## src/rtl/bus_port_pkg.sv

```systemverilog
// Shared defaults and sizing helpers for the bus port FIFO pair.
package bus_port_pkg;

  localparam int unsigned DEF_PCKG_SZ = 16;
  localparam int unsigned DEF_DEPTH   = 8;

  // Occupancy must be able to represent 0..depth inclusive.
  function automatic int unsigned count_w(input int unsigned d);
    return $clog2(d + 1);
  endfunction

endpackage

```

## src/rtl/port_fifo.sv

```systemverilog
// Single circular first-word-fall-through FIFO with occupancy, full and
// sticky overflow status.
module port_fifo
  import bus_port_pkg::*;
#(
  parameter int unsigned pckg_sz = DEF_PCKG_SZ,
  parameter int unsigned depth   = DEF_DEPTH
) (
  input  logic                        clk,
  input  logic                        reset,
  input  logic                        i_wr,
  input  logic [pckg_sz-1:0]          i_wdata,
  input  logic                        i_rd,
  output logic [pckg_sz-1:0]          o_rdata,
  output logic                        o_pndng,
  output logic                        o_full,
  output logic                        o_ovf,
  output logic [count_w(depth)-1:0]   o_count
);

  localparam int unsigned AW = $clog2(depth);
  localparam int unsigned CW = count_w(depth);
  localparam logic [CW-1:0] FULL_CNT = CW'(depth);

  logic [pckg_sz-1:0] r_mem [depth];
  logic [AW-1:0]      r_wptr;
  logic [AW-1:0]      r_rptr;
  logic [CW-1:0]      r_count;
  logic               r_ovf;

  logic w_empty;
  logic w_full;
  logic w_do_rd;
  logic w_do_wr;

  assign w_empty = (r_count == '0);
  assign w_full  = (r_count == FULL_CNT);
  // A pop on empty is ignored; a write when full only lands if a pop frees a slot.
  assign w_do_rd = i_rd && !w_empty;
  assign w_do_wr = i_wr && (!w_full || w_do_rd);

  // NOTE: storage carries no reset; pointers and count define validity, so
  // clearing the array would only cost flops and reset fanout.
  always_ff @(posedge clk) begin
    if (w_do_wr) r_mem[r_wptr] <= i_wdata;
  end

  always_ff @(posedge clk or negedge reset) begin
    if (!reset) begin
      r_wptr  <= '0;
      r_rptr  <= '0;
      r_count <= '0;
      r_ovf   <= 1'b0;
    end else begin
      if (w_do_wr) r_wptr <= r_wptr + 1'b1;
      if (w_do_rd) r_rptr <= r_rptr + 1'b1;
      case ({w_do_wr, w_do_rd})
        2'b10:   r_count <= r_count + 1'b1;
        2'b01:   r_count <= r_count - 1'b1;
        default: r_count <= r_count;
      endcase
      if (i_wr && !w_do_wr) r_ovf <= 1'b1;
    end
  end

  assign o_rdata = r_mem[r_rptr];
  assign o_pndng = !w_empty;
  assign o_full  = w_full;
  assign o_ovf   = r_ovf;
  assign o_count = r_count;

endmodule

```

## src/rtl/bus_port_fifo.sv

```systemverilog
// Device/bus port: independent TX (device->bus) and RX (bus->device) FIFOs.
module bus_port_fifo
  import bus_port_pkg::*;
#(
  parameter int unsigned pckg_sz = DEF_PCKG_SZ,
  parameter int unsigned depth   = DEF_DEPTH
) (
  input  logic                      clk,
  input  logic                      reset,
  input  logic                      dev_push,
  input  logic [pckg_sz-1:0]        dev_dpush,
  input  logic                      pop,
  output logic [pckg_sz-1:0]        D_pop,
  output logic                      pndng,
  input  logic                      push,
  input  logic [pckg_sz-1:0]        D_push,
  input  logic                      dev_pop,
  output logic [pckg_sz-1:0]        dev_dpop,
  output logic                      dev_pndng,
  output logic                      tx_full,
  output logic                      rx_full,
  output logic                      tx_ovf,
  output logic                      rx_ovf,
  output logic [count_w(depth)-1:0] tx_count,
  output logic [count_w(depth)-1:0] rx_count
);

  port_fifo #(.pckg_sz(pckg_sz), .depth(depth)) u_tx (
    .clk     (clk),
    .reset   (reset),
    .i_wr    (dev_push),
    .i_wdata (dev_dpush),
    .i_rd    (pop),
    .o_rdata (D_pop),
    .o_pndng (pndng),
    .o_full  (tx_full),
    .o_ovf   (tx_ovf),
    .o_count (tx_count)
  );

  port_fifo #(.pckg_sz(pckg_sz), .depth(depth)) u_rx (
    .clk     (clk),
    .reset   (reset),
    .i_wr    (push),
    .i_wdata (D_push),
    .i_rd    (dev_pop),
    .o_rdata (dev_dpop),
    .o_pndng (dev_pndng),
    .o_full  (rx_full),
    .o_ovf   (rx_ovf),
    .o_count (rx_count)
  );

endmodule

```

## config.mk

```make
export PLATFORM = sky130hd
export DESIGN_NAME = bus_port_fifo
export DESIGN_NICKNAME = d
export VERILOG_FILES = /design/src/rtl/bus_port_pkg.sv /design/src/rtl/port_fifo.sv /design/src/rtl/bus_port_fifo.sv
export SDC_FILE = /design/constraint.sdc
export NUM_CORES = 1
export LEC_CHECK = 0
export ABC_AREA = 1
export BUFFER_PORTS_ARGS = -buffer_cell sky130_fd_sc_hd__buf_2
export CORE_ASPECT_RATIO = 1.5
export CORE_UTILIZATION = 30
export DETAILED_ROUTE_END_ITERATION = 8
export GPL_TIMING_DRIVEN = 0
export PLACE_DENSITY = 0.48
export SLEW_MARGIN = 10
export SYNTH_ARGS = -nofsm -noshare
export SYNTH_HDL_FRONTEND = slang
export SYNTH_SLANG_ARGS = --single-unit
```

## constraint.sdc

```tcl
create_clock -name clk -period 3.9 [get_ports clk]
set_input_delay 0.78 -clock clk [delete_from_list [all_inputs] [get_ports clk]]
set_output_delay 0.78 -clock clk [all_outputs]
set_load 0.03 [all_outputs]
```

==> summary.json <==
{
  "status": "complete, no violations",
  "syn_area_cell_um2": 9.579,
  "worstPathArrival_ps": 2410,
  "pin_count_of_the_biggest_net_entering_global_routing": 23,
  "cts_num_sinks": 278,
  "finish_stage_setup_viols": 0,
  "holdCritPathClass": "input pin to async pin",
  "power.net_switching_mw": 4.809,
  "area_growth_pct": 18.93,
  "post_synthesis_cells": 1288,
  "cts-root-to-sink-buffers": 3,
  "p_clk_frac": 0.251,
  "p_per_area_nw_per_um2": 797.2,
  "power_switching_share": 0.4111,
  "ys.warnings.count": 0,
  "start_util": 0.3052,
  "peakVddDrop_v": 0.0005186,
  "first_pass_grt_wire_length_um": 47890,
  "placement.io_buffers": 83,
  "maxSlewHeadroom": 0.4425,
  "gpl.final_weighted_congestion": 0.7863,
  "pwr-share-seq": 0.333,
  "critical_path_required_ps": 3120,
  "setup_ws_ps": 706.9,
  "synthDistinctLibCells": 21,
  "number_of_global_route_vias_before_repair": 8318,
  "final_antenna_net_count": 0,
  "drt-pass1-iter-count": 5,
  "crit_type": "flop to output port",
  "core.rowCount": 90,
  "tritoncts": "built",
  "drt-initial-drc-count": 415,
  "worst_skew_pair.late_latency_ps": 560,
  "nNetsFinal": 1468,
  "critical_path.endpoint_type": "output port",
  "routed_wire_length_per_instance_um": 16.12,
  "final_cell_area_um2": 14670,
  "synth_seq_area_share": 0.6677,
  "root_buffer": "clkbuf_16",
  "synthMostInstantiatedCell": "nand2_1",
  "finalHoldViolations": 0,
  "ctsHtreeMaxLevel": 1,
  "post-route-min-period_ps": 3193,
  "path_clk_slew_ps": 70,
  "tightest_slew_ps": 836.2,
  "unrepaired_setup_endpoints_after_global_routing": "no",
  "placedInstanceArea_um2": 13680,
  "comb_power_share": 0.416,
  "overall_global_routing_usage": 0.1526,
  "die-height_um": 250.4,
  "viasPerCell": 4.305,
  "hold_ws_ps": 208.0,
  "p_leak_nw": 6.490,
  "postCtsResizedCells": 0,
  "drt_wl_total_um": 31370,
  "worst-path-max-fanout": 10,
  "io_pins": 84,
  "worst_r2r_path_depth": 10,
  "report.final.slew_viol_count": 0,
  "dpl.hpwl_um": 22000,
  "core_um2": 40430,
  "timing.setup.tns_ps": 0,
  "drv.max_cap_violation_count": 0,
  "post_cts_buffers": 0,
  "placement.setup.worst_slack_ps": 1248,
  "grt_overflow": 0,
  "internal_power_mw": 6.889,
  "antenna-diode-count": 0,
  "detail_route.drc_violations": 0,
  "period_share": 0.8188,
  "synthesis.nets": 1338,
  "floorplan.die.width_um": 167.6,
  "synth-main-ff-cell": "edfxtp_1",
  "postSynth.asyncResetShare": 0.07914,
  "dieArea_um2": 41960,
  "ys_ff_latch": 278,
  "post_route_cells_drive_above_1_share": 0.1417,
  "max_freq_ghz": 0.3132,
  "cts-hold-fix-buffers": 0,
  "synth_top_area_frac": 0.6231,
  "grt_antenna_before_repair": 2,
  "mappedNetlistArea_um2": 12340,
  "synth_largest_area_cell": "edfxtp_1",
  "synth-edff-count": 256,
  "critical_path_startpoint_category": "flop",
  "synth.area.top_cells": "edfxtp_1 (62%), nand2_1 (14%), nor2_1 (8.5%)",
  "synth.cells.most_frequent": "nand2_1 (468), nor2_1 (278), edfxtp_1 (256)",
  "skew_ps": 11.87,
  "cts-buffers-inserted": 29,
  "detailroute.via_count": 8378
}
path summary, 6_finish.rpt:
check	start	to	slack [ps]
worst max register to register	u_rx.o_count[1]	u_rx.o_count[3]	1590
worst min-delay path	reset	u_rx.o_ovf	210
min in group clk	u_tx.o_ovf	u_tx.o_ovf	470
max in group asynchronous	reset	u_tx.r_rptr[0]	3300
worst min register to register	u_tx.o_ovf	u_tx.o_ovf	470
worst max-delay path	u_rx.r_rptr[0]	dev_dpop[0]	710
layout by cell type, fill, tap and decap left out:
master	count
nand2_1	468
nor2_1	262
edfxtp_1	256
inv_1	158
buf_2	114
clkbuf_16	29
dfrtp_1	22
nand3_1	16
nor2_2	16
buf_8	15
clkbuf_1	12
buf_4	10
ha_1	10
o21ai_0	6
xnor2_1	6
clkinv_2	6
bufinv_16	6
clkinv_1	5
xor2_1	4
nor4_1	2
nand4_1	2
nand2_2	2
nand3b_1	2
o21bai_1	2
or2_2	2
fa_1	2
clkinv_4	2
buf_1	1
clkinvlp_4	1
buf_16	1
power by group through the flow:
stage          logic [mW]  clock network (mW)  registers, mW
6_report             4.87                2.94           3.89
5_1_grt              5.50                3.10           3.94
4_1_cts              4.99                3.01           3.90
3_5_place_dp         4.97                   0           3.96
3_3_place_gp         4.81                   0           3.96
2_1_floorplan        3.20                   0           4.02
flip-flops by register name, indices dropped and copies added, names as in the netlist:
register and count:
u_rx.o_count 4, u_rx.o_ovf 1, u_rx.r_mem 128, u_rx.r_rptr 3, u_rx.r_wptr 3, u_tx.o_count 4
u_tx.o_ovf 1, u_tx.r_mem 128, u_tx.r_rptr 3, u_tx.r_wptr 3
metal layers:
layer  track usage  up-vias  wire length, µm
met5             0        -               22
met4       0.06212        4             1095
met3       0.02544       67             1408
met2        0.2951      171            16820
met1        0.1609     3873            12020
li1              -     4263                -
through the flow:
step	total power, mW	std cells	util
finish	11.70	1946	0.3630
global route	12.53	1946	0.3630
CTS	11.89	1946	0.3630
global placement	8.767	1877	0.3311
detailed placement	8.930	1893	0.3384
floorplan	7.222	1288	-
cell type report:
type / count / area, µm²
buffer: 50 / 264.0
clock buffer: 33 / 740.7
clock inverter: 20 / 254.0
fill: 4055 / 25750
inverter: 158 / 593.1
multi-input combinational: 802 / 3283
sequential: 278 / 8238
tap: 506 / 633.1
timing repair buffer: 99 / 668.1
kinds of logic (layout without fill, tap and decap cells):
logic type                 count (synthesis)  after routing  share of synthesized area
adders and majority gates                 12             12                    0.01339
AOI/OAI and AO/OA                          8              8                   0.003650
DFF                                      278            278                     0.6677
buffers and inverters                    208            360                    0.06947
xor gates and xnor gates                  10             10                   0.007098
and+or+nand+nor                          772            772                     0.2387
worst max-delay path, stage by stage (launching register included):
cell and delay (ps):
dfrtp_1 410, clkbuf_1 660, nor2_1 120, nor2_1 120
nand2_1 70, nand2_1 60, nand2_1 80, nand2_1 120
buf_2 200
(Power assumes the default switching activity.)
